[src/rtl/alu_pkg.sv]
// ---------------------------------------------------------------------------
// alu_pkg
//  Shared types and constants for the ALU result stage.
//  Contents:
//   N, RDW        datapath width and destination-register tag width
//   alu_op_e      ALUControl encodings
//   alu_flags_t   {neg, ovf, zero} flag bundle (same bit order as status)
//   alu_res_t     one entry of the result stage (result, flags, tag, dbz, illegal)
//   is_div_op()   true for operations that divide by operand B
// ---------------------------------------------------------------------------
`timescale 1ns/1ps

package alu_pkg;

   localparam int N   = 19;
   localparam int RDW = 4;

   typedef enum logic [2:0] {
      ALU_SUM  = 3'd0,
      ALU_RES  = 3'd1,
      ALU_MULT = 3'd2,
      ALU_DIV  = 3'd3,
      ALU_MOD  = 3'd4,
      ALU_CLI  = 3'd5
   } alu_op_e;

   typedef struct packed {
      logic neg;
      logic ovf;
      logic zero;
   } alu_flags_t;

   typedef struct packed {
      logic [N-1:0]   result;
      alu_flags_t     flags;
      logic [RDW-1:0] rd;
      logic           dbz;
      logic           illegal;
   } alu_res_t;

   function automatic logic is_div_op(input logic [2:0] op);
      return (op == ALU_DIV) || (op == ALU_MOD);
   endfunction

endpackage

[src/rtl/alu_skid_buf.sv]
// ---------------------------------------------------------------------------
// alu_skid_buf
//  Generic 2-entry valid/ready skid buffer. Data lands in the main register
//  (which drives the outputs); when main is stalled an arriving word is parked
//  in the skid register. in_ready is registered, so there is no combinational
//  path from out_ready back to in_ready.
//  Parameters:
//   T          payload type
//  Ports:
//   clk        rising-edge clock
//   rst_n      asynchronous active-low reset, empties both entries
//   in_valid   upstream word valid
//   in_ready   buffer can accept (registered, = skid entry empty)
//   in_data    upstream payload
//   out_valid  main entry holds a word
//   out_ready  downstream accepts
//   out_data   main entry payload (held stable while stalled)
// ---------------------------------------------------------------------------
`timescale 1ns/1ps

module alu_skid_buf #(
   parameter type T = logic [7:0]
) (
   input  logic clk,
   input  logic rst_n,
   input  logic in_valid,
   output logic in_ready,
   input  T     in_data,
   output logic out_valid,
   input  logic out_ready,
   output T     out_data
);

   logic main_valid_q, main_valid_d;
   logic skid_valid_q, skid_valid_d;
   logic ready_q, ready_d;
   T     main_data_q, main_data_d;
   T     skid_data_q, skid_data_d;

   logic push;
   logic pop;

   assign push = in_valid & ready_q;
   assign pop  = main_valid_q & out_ready;

   // A push can only happen while skid is empty, so when draining a full
   // buffer the skid word simply moves to main and nothing new arrives.
   always_comb begin
      main_valid_d = main_valid_q;
      main_data_d  = main_data_q;
      skid_valid_d = skid_valid_q;
      skid_data_d  = skid_data_q;
      if (pop) begin
         if (skid_valid_q) begin
            main_data_d  = skid_data_q;
            skid_valid_d = 1'b0;
         end else begin
            main_valid_d = push;
            if (push) begin
               main_data_d = in_data;
            end
         end
      end else if (push) begin
         if (main_valid_q) begin
            skid_valid_d = 1'b1;
            skid_data_d  = in_data;
         end else begin
            main_valid_d = 1'b1;
            main_data_d  = in_data;
         end
      end
      ready_d = ~skid_valid_d;
   end

   always_ff @(posedge clk or negedge rst_n) begin
      if (!rst_n) begin
         main_valid_q <= 1'b0;
         skid_valid_q <= 1'b0;
         ready_q      <= 1'b0;
         main_data_q  <= '0;
         skid_data_q  <= '0;
      end else begin
         main_valid_q <= main_valid_d;
         skid_valid_q <= skid_valid_d;
         ready_q      <= ready_d;
         main_data_q  <= main_data_d;
         skid_data_q  <= skid_data_d;
      end
   end

   assign in_ready  = ready_q;
   assign out_valid = main_valid_q;
   assign out_data  = main_data_q;

endmodule

[src/rtl/alu_result_stage.sv]
// ---------------------------------------------------------------------------
// alu_result_stage
//  Registers the ALU result and Z/O/N flags behind a 2-entry skid buffer so
//  writeback back-pressure never reaches ALU timing. DIV/MOD by zero and
//  illegal opcodes are sanitised on capture. status holds {neg,ovf,zero} of
//  the last committed op.
//  Configuration macro:
//   ALU_STICKY_OVF_EN  adds sticky_ovf (OR of committed ovf since sticky_clr);
//                      when undefined sticky_ovf is 0 and sticky_clr is ignored.
//  Ports:
//   clk, rst_n                         clock, async active-low reset
//   in_valid/in_ready                  ALU side handshake
//   in_op, in_b                        opcode and divisor for sanitising
//   in_result, in_zero/ovf/neg, in_rd  ALU result, flags, destination tag
//   out_valid/out_ready                writeback side handshake
//   out_result, out_zero/ovf/neg       registered result and flags
//   out_rd, out_dbz, out_illegal       tag, divide-by-zero and illegal-op marks
//   status                             {neg,ovf,zero} of last commit
//   sticky_clr, sticky_ovf             sticky overflow control/status
// ---------------------------------------------------------------------------
`timescale 1ns/1ps

module alu_result_stage
   import alu_pkg::*;
(
   input  logic           clk,
   input  logic           rst_n,
   input  logic           in_valid,
   output logic           in_ready,
   input  logic [2:0]     in_op,
   input  logic [N-1:0]   in_b,
   input  logic [N-1:0]   in_result,
   input  logic           in_zero,
   input  logic           in_ovf,
   input  logic           in_neg,
   input  logic [RDW-1:0] in_rd,
   output logic           out_valid,
   input  logic           out_ready,
   output logic [N-1:0]   out_result,
   output logic           out_zero,
   output logic           out_ovf,
   output logic           out_neg,
   output logic [RDW-1:0] out_rd,
   output logic           out_dbz,
   output logic           out_illegal,
   output logic [2:0]     status,
   input  logic           sticky_clr,
   output logic           sticky_ovf
);

   alu_res_t   cap;
   alu_res_t   res;
   alu_flags_t status_q, status_d;
   logic       commit;

   // Illegal opcodes take priority; they never divide, so the two cases
   // cannot overlap anyway.
   always_comb begin
      cap         = '0;
      cap.rd      = in_rd;
      if (in_op[2:1] == 2'b11) begin
         cap.result     = '0;
         cap.flags.zero = 1'b1;
         cap.illegal    = 1'b1;
      end else if (is_div_op(in_op) && (in_b == '0)) begin
         cap.result     = '1;
         cap.flags.neg  = 1'b1;
         cap.flags.ovf  = 1'b1;
         cap.dbz        = 1'b1;
      end else begin
         cap.result     = in_result;
         cap.flags.neg  = in_neg;
         cap.flags.ovf  = in_ovf;
         cap.flags.zero = in_zero;
      end
   end

   alu_skid_buf #(
      .T (alu_res_t)
   ) u_skid (
      .clk       (clk),
      .rst_n     (rst_n),
      .in_valid  (in_valid),
      .in_ready  (in_ready),
      .in_data   (cap),
      .out_valid (out_valid),
      .out_ready (out_ready),
      .out_data  (res)
   );

   assign commit = out_valid & out_ready;

   always_comb begin
      status_d = status_q;
      if (commit) begin
         status_d = res.flags;
      end
   end

   always_ff @(posedge clk or negedge rst_n) begin
      if (!rst_n) begin
         status_q <= '0;
      end else begin
         status_q <= status_d;
      end
   end

`ifdef ALU_STICKY_OVF_EN
   logic sticky_ovf_q, sticky_ovf_d;

   // Set wins over clear when both happen in the same cycle.
   always_comb begin
      sticky_ovf_d = (sticky_ovf_q & ~sticky_clr) | (commit & res.flags.ovf);
   end

   always_ff @(posedge clk or negedge rst_n) begin
      if (!rst_n) begin
         sticky_ovf_q <= 1'b0;
      end else begin
         sticky_ovf_q <= sticky_ovf_d;
      end
   end

   assign sticky_ovf = sticky_ovf_q;
`else
   logic unused_sticky_clr;
   assign unused_sticky_clr = sticky_clr;
   assign sticky_ovf        = 1'b0;
`endif

   assign out_result  = res.result;
   assign out_zero    = res.flags.zero;
   assign out_ovf     = res.flags.ovf;
   assign out_neg     = res.flags.neg;
   assign out_rd      = res.rd;
   assign out_dbz     = res.dbz;
   assign out_illegal = res.illegal;
   assign status      = status_q;

endmodule
[config.mk]
export PLATFORM = sky130hd
export DESIGN_NAME = alu_result_stage
export DESIGN_NICKNAME = d
export VERILOG_FILES = /design/src/rtl/alu_pkg.sv /design/src/rtl/alu_skid_buf.sv /design/src/rtl/alu_result_stage.sv
export SDC_FILE = /design/constraint.sdc
export NUM_CORES = 1
export LEC_CHECK = 0
export CAP_MARGIN = 20
export CORE_ASPECT_RATIO = 1.75
export CORE_MARGIN = 2
export CORE_UTILIZATION = 30
export CTS_BUF_LIST = sky130_fd_sc_hd__clkbuf_8 sky130_fd_sc_hd__clkbuf_16
export CTS_CLUSTER_SIZE = 20
export DETAILED_ROUTE_END_ITERATION = 10
export SYNTH_ARGS = -nofsm -noshare
export SYNTH_HDL_FRONTEND = slang
export SYNTH_HIERARCHICAL = 1
export SYNTH_SLANG_ARGS = --single-unit
[constraint.sdc]
create_clock -name clk -period 2.9 [get_ports clk]
set_clock_uncertainty 0.15 [all_clocks]
set_input_delay 0.58 -clock clk [delete_from_list [all_inputs] [get_ports clk]]
set_output_delay 0.58 -clock clk [all_outputs]
set_load 0.005 [all_outputs]
* Word-level counts from Yosys, hierarchy flattened
Index checks and enable logic that the tools add are counted.
Storage, ports and cells: input bits 53, output and inout bits 34, logic and storage cells 56, bits in registers 62
Operators by class: multiplexer cells 19, bitwise gates (word level) 4, eq/ne operators 5, reduce and logical (&&, ||, !) cells 8
Operators with widths (count):
- two-way mux 28 bit | 5
- two-way mux 21 bit | 1
- logical NOT 19 bit | 1
- two-way mux 19 bit | 1
- two-way mux 1 bit | 11
- AND reduction 3 bit | 2
- != test 2 bit (second input constant) | 2
- nonzero test 2 bit | 2
- == test 3 x 2 -> 1 bit (second input constant) | 1
- == test 3 bit (second input constant) | 1
- AND 1 bit | 2
- == test 2 bit (second input constant) | 1
- two-way mux 2 bit | 1
- inverter 1 bit | 2
- AND reduction 2 bit | 1
- logical AND 1 bit | 1
- logical OR 1 bit | 1

* Depth between registers and ports, before layout
word-level depth 8, gate-level depth with buffers 7, gate-level depth less buffers 6

* By module
The synthesis kept the hierarchy.
By module, submodules not included:
- alu_skid_buf | area an instance 2671.3 um^2, instances 1, cells an instance 259, seq. area each 1476.4 um^2
- alu_result_stage | area an instance 606.8 um^2, instances 1, cells an instance 71, seq. area each 75.1 um^2

* Least setup slack after synthesis
Ideal clock, no wire load.
kind input -> register, start point input in_op[1], end point register u_skid.main_data_q (netlist bit u_skid/out_data[25]), setup slack 963 ps, setup time 127 ps, arrival time 1659 ps, stages 7, data required time 2623 ps, buffers on the path 1, cells stage by stage and3b_1 -> o211ai_4 -> buf_6 -> o21ai_2 -> inv_1 -> o21ai_0 -> mux2_1
RTL lines:
- from (decl) | RTL line alu_result_stage.sv:30 | input logic [2:0] in_op,
- to (signal assigned) | RTL line alu_skid_buf.sv:86 | main_data_q <= main_data_d;
- to (decl) | RTL line alu_skid_buf.sv:37 | T main_data_q, main_data_d;

* Final worst setup path
start point register u_skid.main_valid_q, in the netlist u_skid/out_valid, end point output out_valid
RTL lines:
- from (decl) | RTL line alu_skid_buf.sv:34 | logic main_valid_q, main_valid_d;
- from (signal assigned) | RTL line alu_skid_buf.sv:83 | main_valid_q <= main_valid_d;
- to (decl) | RTL line alu_result_stage.sv:37 | output logic out_valid,
No word-level cell between the ends.

==> metrics <==
status=completed; relative slew slack=between 60 and 70%; vias per std cell=a little under 5; Yosys cell types=31; reg2reg setup slack=between 0.7 and 0.8 ns; maximum buffer depth of the clock tree=2; setup_tns=0 ns; Final period util=approximately 81%; final setup fails=0; worst-path cell chain=clkdlybuf4s50_1; Post-synth ARST share=between 90% and 100%; sum of buffers and inverters on the critical path=1; CTS root buf=clkbuf_16; final hold violations=0; proportion of layout cells with a drive suffix above 1=about a fifth; Slowest Stage Delay on Critical Path=roughly 0.69 ns; synthesized area=approximately 3300 um2; CP arrival=roughly 1.6 ns; Nets=~460; Area Overhead vs Synth=37.79%; 1st-iter DRT viols=roughly 110; crit path max fanout=15; mux share of post-synthesis cell area=11.56%; Synth Instances=330; Simple-Gate Fraction of Synth Area=around 16%; Die Span Y=between 100 and 150 um; core box area=about 11000 um2; Syn Area/Cell=around 10 um2; register area share after synthesis=between 40% and 50%; GR Overflow Total=0; Yosys reg bits=slightly above 60; RR Startpoint=u_skid/out_valid; per-cell routed wire length=approximately 15 um; Final Slew Violations=0; post-synth top area share=47.33%; Max IR drop VDD=445.9 uV; H-tree depth=3; Worst Setup End Kind=output port; Top-Level Pins=87; largest family of logic cells by synthesized area=compound AO/OA/AOI/OAI gates; Synth Flop Type=dfrtp_1; crit start category=flip-flop; synthesized-area fraction occupied by xor and xnor cells=0%; vias in the first global route=between 2000 and 3000; Crit Path Class=reg -> out; FMAX=approximately 420 MHz; Clock Latency Late Sink=roughly 0.33 ns; critical path depth=1; RSZ-0062 raised after global routing=false; Die Width=~83 um; worst min path class=in -> async; Req. time, crit path=2.17 ns; top cells by area, synth=dfrtp_1 47%, o21ai_0 8.5%, nand2_1 6.1%; DIE AREA=~12000 um2; first-pass GRT wire length=around 14000 um; # port buffers=84; Yosys warnings=6; CTS Sinks=between 60 and 70; post-CTS sizing=0; Detailed Place HPWL=between 5000 and 6000 um; largest net degree at the start of global routing=51; total track usage=between 10 and 15%; Yosys top cell by area=dfrtp_1; Syn Nets=383; Detail Route Antenna Nets=0; via count=roughly 2600; initial antenna violation count=1; Slowest cell on crit path=dfrtp_1; Min Clock Period, post-route=about 2.4 ns; CTS buffer count=9; final wirelength=between 8000 and 9000 um; Worst Tran Pin Value=0.5665 ns; routability cong.=0.7318; fillers=1009; Pwr Density=about 900 nW/um2; # rows=50; Top delay family on crit path=flip-flops; EDFF count, synth=0; setup ws final=around 0.54 ns; worst r2r dst=u_skid/out_data[25]; Max Cap Viol=0; CTS Hold Bufs=0; Setup crit end=out_valid; TritonCTS clock tree=yes; CP startpoint=u_skid/out_valid; Reg2Reg Depth=4; clk slew on worst S/H paths=approximately 0.05 ns; drt first pass iters=4; Starting Density=approximately 31%; Compound-Gate Fraction of Synth Area=roughly 16%; Setup Fix Bufs, Post-CTS=0; Post-Place Worst Slack=roughly 0.28 ns; Static Leak=about 2 nW; DRC violations left=0; Post-Synth Adder-Cell Area=0%
sequential cells by signal, indices dropped and copies added (netlist names):
signal,flops
status,3
u_skid/in_ready,1
u_skid/out_data,28
u_skid/out_valid,1
u_skid/skid_data_q,28
u_skid/skid_valid_q,1
cell usage in the layout (no fill, tap or decap):
cell             instances
buf_2                    1
a22oi_4                  1
clkdlybuf4s50_1         83
nand4_1                 28
o211ai_4                 1
o21ai_2                 20
nor2_1                   1
o22a_2                   1
dfrtp_1                 62
clkinvlp_4               1
o21ai_0                 56
nor3b_2                  1
a31oi_1                  1
mux2_4                   8
buf_12                   3
conb_1                   1
mux2_2                  15
a21o_1                   1
mux2_1                   8
buf_4                    9
clkbuf_16                9
nor4_4                   4
nand2_2                  1
bufinv_16                1
nand4_2                  1
o21ai_1                  2
clkinv_2                 3
nand3_1                  1
and2_1                   1
nand4b_1                 1
and3b_1                  1
nand2_1                 53
inv_1                   31
diode_2                  1
nor3_1                   1
report_power, final:
group	leakage [nW]	internal, W	switching, W
sequential	0.778	0.00127	0.000270
clock	0.137	0.000649	0.000373
combinational	1.05	0.000850	0.000639
how the worst min path moves through the flow:
stage / from / endpoint / slack [ns]
6_report: rst_n / status[1] / 0.09
3_5_place_dp: u_skid/skid_data_q[12] / u_skid/skid_data_q[12] / 0.32
5_1_grt: rst_n / u_skid/skid_data_q[2] / 0.14
3_3_place_gp: u_skid/skid_data_q[12] / u_skid/skid_data_q[12] / 0.31
4_1_cts: rst_n / u_skid/skid_data_q[2] / 0.11
2_1_floorplan: rst_n / status[0] / 0.13
per-layer routing:
layer	track usage, %	share of wire, %
met4	7.765	2.5
met5	0	0
met2	25.64	54
met3	3.364	3.6
met1	16.84	40
kinds of logic after synthesis:
kind of cell,after synthesis
DFF,62
other,1
and+or+nand+nor,94
muxes,31
AOI/OAI and AO/OA,83
buffers and inverters,59
metrics by stage:
step                      utilization (%)  total power, W  cells  hold slack [ns]  cell area [um2]
after global routing                42.22        0.004320    543           0.1359             4517
after global placement              39.60        0.003009    528           0.3113             4237
after CTS                           42.20        0.004100    542           0.1077             4514
after detailed placement            39.60        0.003058    528           0.3201             4237
after floorplan                         -        0.002315    330           0.1344             3278
final                               42.22        0.004048    543          0.09343             4517
cells in the mapped netlist (2+ instances only):
cell	count
buf_2	5
buf_4	3
buf_6	6
clkbuf_1	13
dfrtp_1	62
inv_1	31
mux2_1	8
mux2_2	15
mux2_4	8
nand2_1	53
nand4_1	28
nor4_4	4
o21ai_0	56
o21ai_1	2
o21ai_2	20
cell type report:
| class | count | area, um2 | share of cell area [%] |
|---|---|---|---|
| Tap cell | 130 | 162.7 | 3.601 |
| Clock buffer | 9 | 225.2 | 4.986 |
| Multi-Input combinational cell | 209 | 1443 | 31.94 |
| Inverter | 31 | 116.4 | 2.576 |
| Sequential cell | 62 | 1551 | 34.35 |
| Timing Repair Buffer | 96 | 963.4 | 21.33 |
| Clock inverter | 5 | 52.55 | 1.163 |
| Antenna cell | 1 | 2.502 | 0.05540 |
Note: power is estimated with default switching activity, not from simulation.
==> variant, RTL diff (config.mk and constraints unchanged) <==
The option `ALU_STICKY_OVF_EN` is turned on by a define.
--- a/src/rtl/alu_result_stage.sv
+++ b/src/rtl/alu_result_stage.sv
@@ -20,4 +20,6 @@
 // ---------------------------------------------------------------------------
 `timescale 1ns/1ps
+
+`define ALU_STICKY_OVF_EN
 
 module alu_result_stage
Function: changed (Yosys sat finds a counterexample within 4 cycles, from zero or initial values and one cycle with rst_n low).
==> variant against the original RTL <==
Sequential cell count grew 1. Count of clock-buffer cells in the layout did not move. Total power increased by 2.0%. Sequential share of layout area about the same. Die area up 0.70%. Routed wire length up 3.0%. Worst setup slack better by 0.0079 ns. Area after synthesis up 0.73%. Cell area increased by 1.5%. Critical path type is now input port to register. Largest cell class unchanged. Largest power group unchanged.
==> variant: results (changes against the original RTL) <==
status:
  status: "finished clean"  # unchanged
grt:
  grt_start_max_net_pins: 64  # was 51
  grt_pass1_vias: 2863  # was 2734
  grt_antenna_before_repair: 0  # was 1
  globalRouteMet3Util: 0.02948  # was 0.03364
  gr-usage-met2: 0.2683  # was 0.2564
  grt_first_pass_wirelength_um: 14360  # was 13670 um
  grt_use_total: 0.1522  # was 0.1478
  use_met1: 0.1827  # was 0.1684
worst_setup_path:
  worst_setup_path_end_kind: "register"  # was primary output
  rr_startpoint: "u_skid/skid_valid_q"  # was u_skid/out_valid
  reg2reg_slack_ns: 0.72  # about the same
  slowest_stage: "clkdlybuf4s50_1"  # was dfrtp_1
  reg2reg_to: "u_skid/out_data[3]"  # was u_skid/out_data[25]
  critical_path.startpoint: "in_op[2]"  # was u_skid/out_valid
  crit_end: "u_skid/out_data[22]"  # was out_valid
  max_stage_delay_ns: 0.50  # was 0.69 ns
  cp_max_fo: 8  # was 15
  path_class: "input port to register"  # was register to primary output
  cp.arrival_ns: 2.42  # was 1.63 ns
finish:
  finalNonFillerCells: 551  # was 543
  num-fill-cells: 1037  # was 1009
  layout.nets: 470  # was 462
  drive_above_1_share: 0.1900  # was 0.1942
  antennaDiodeCount: 0  # was 1
power_and_ir_drop:
  ir_drop_mv: 0.4645  # was 0.4459 mV
  internal-power_mw: 2.806  # was 2.767 mW
  leakage_nw: 2.001  # was 1.963 nW
synth:
  synth_area_leaders: "dfrtp_1 (48%), o21ai_0 (8.6%), nand2_1 (6.3%), nand4_1 (5.3%), o21ai_2 (5.3%)"  # was dfrtp_1 (47%), o21ai_0 (8.5%), nand2_1 (6.1%), nand4_1 (5.3%), o21ai_2 (5.3%)
  syn_nets: 386  # was 383
  yosysSeqAreaShare: 0.4775  # was 0.4733
  synth_cells: 333  # was 330
  netlist_top_cells_count: "dfrtp_1 (63), o21ai_0 (57), nand2_1 (55)"  # was dfrtp_1 (62), o21ai_0 (56), nand2_1 (53)
  synth_cell_types: 30  # was 31
  synthArstFlopShare: 1.000  # unchanged
detailed_routing:
  drt_iter0_markers: 166  # was 113
  wl_per_cell_um: 15.73  # was 15.49 um
  via_per_inst: 4.880  # was 4.856
placement:
  dp_slack_ns: 0.2071  # was 0.2812 ns
  place_area_um2: 4303  # was 4237 um2
  io_buffers: 86  # was 84
  hpwl_um: 5931  # was 5830 um
  placed_cells: 536  # was 528
  gp_congestion: 0.7650  # was 0.7318
clocking:
  cts-root-buf: "clkbuf_16"  # unchanged
  htreeDepth: 3  # unchanged
  cts_buffer_depth: 2  # unchanged
timing:
  max_freq_mhz: 424.7  # was 423.3 MHz
  worstMarginPinSlew_ns: 0.5830  # was 0.5665 ns
variant: per-stage QoR:
step | total power [mW] | hold slack [ns] | utilization
after floorplan | 2.338 | 0.1344 | -
after global placement | 3.078 | 0.3118 | 0.4022
after detailed placement | 3.126 | 0.3192 | 0.4022
after CTS | 4.168 | 0.1265 | 0.4284
after global routing | 4.396 | 0.1419 | 0.4284
final | 4.128 | 0.1096 | 0.4284
variant: cell families after synthesis:
| family | after synthesis | share of synthesized area |
|---|---|---|
| AO/OA/AOI/OAI | 84 | 0.1626 |
| AND/OR/NAND/NOR | 97 | 0.1637 |
| multiplexers | 30 | 0.1114 |
| flip-flops | 63 | 0.4775 |
| buffers and inverters | 59 | 0.08488 |
variant: routing by layer:
metal | up-vias | routed length (um)
met4 | 0 | 153
met3 | 12 | 301
met1 | 1291 | 3688
met5 | - | 0
li1 | 1322 | -
met2 | 64 | 4522
variant: worst max-delay path, delay by kind of cell:
family	cells	cell delay (ns)
mux	1	0.29
buf+inv	3	0.79
compound gates	3	0.54
simple gates	1	0.21
variant: how the worst min path moves through the flow:
stage	slack [ns]	cells past startpoint	endpoint	from
after CTS	0.13	2	u_skid/skid_data_q[12]	rst_n
after detailed placement	0.32	2	status[1]	status[1]
after floorplan	0.13	0	status[0]	rst_n
after global routing	0.14	2	u_skid/out_data[14]	rst_n
final	0.11	2	u_skid/out_data[4]	rst_n
after global placement	0.31	2	u_skid/skid_data_q[8]	u_skid/skid_data_q[8]
variant: final cells by class:
type | instances | area [um2] | area share
clock buffer | 9 | 225.2 | 0.04914
clock inverter | 6 | 55.05 | 0.01201
tap | 130 | 162.7 | 0.03549
timing repair buffer | 100 | 998.5 | 0.2179
multi-input combinational | 211 | 1445 | 0.3153
sequential | 63 | 1577 | 0.3440
inverter | 32 | 120.1 | 0.02621
variant: power groups by stage:
stage	Combinational [mW]	Clock [mW]	Sequential (mW)
2_1_floorplan	0.838	0	1.50
3_3_place_gp	1.52	0	1.56
3_5_place_dp	1.55	0	1.58
4_1_cts	1.56	1.04	1.57
5_1_grt	1.69	1.08	1.62
6_report	1.54	1.02	1.56
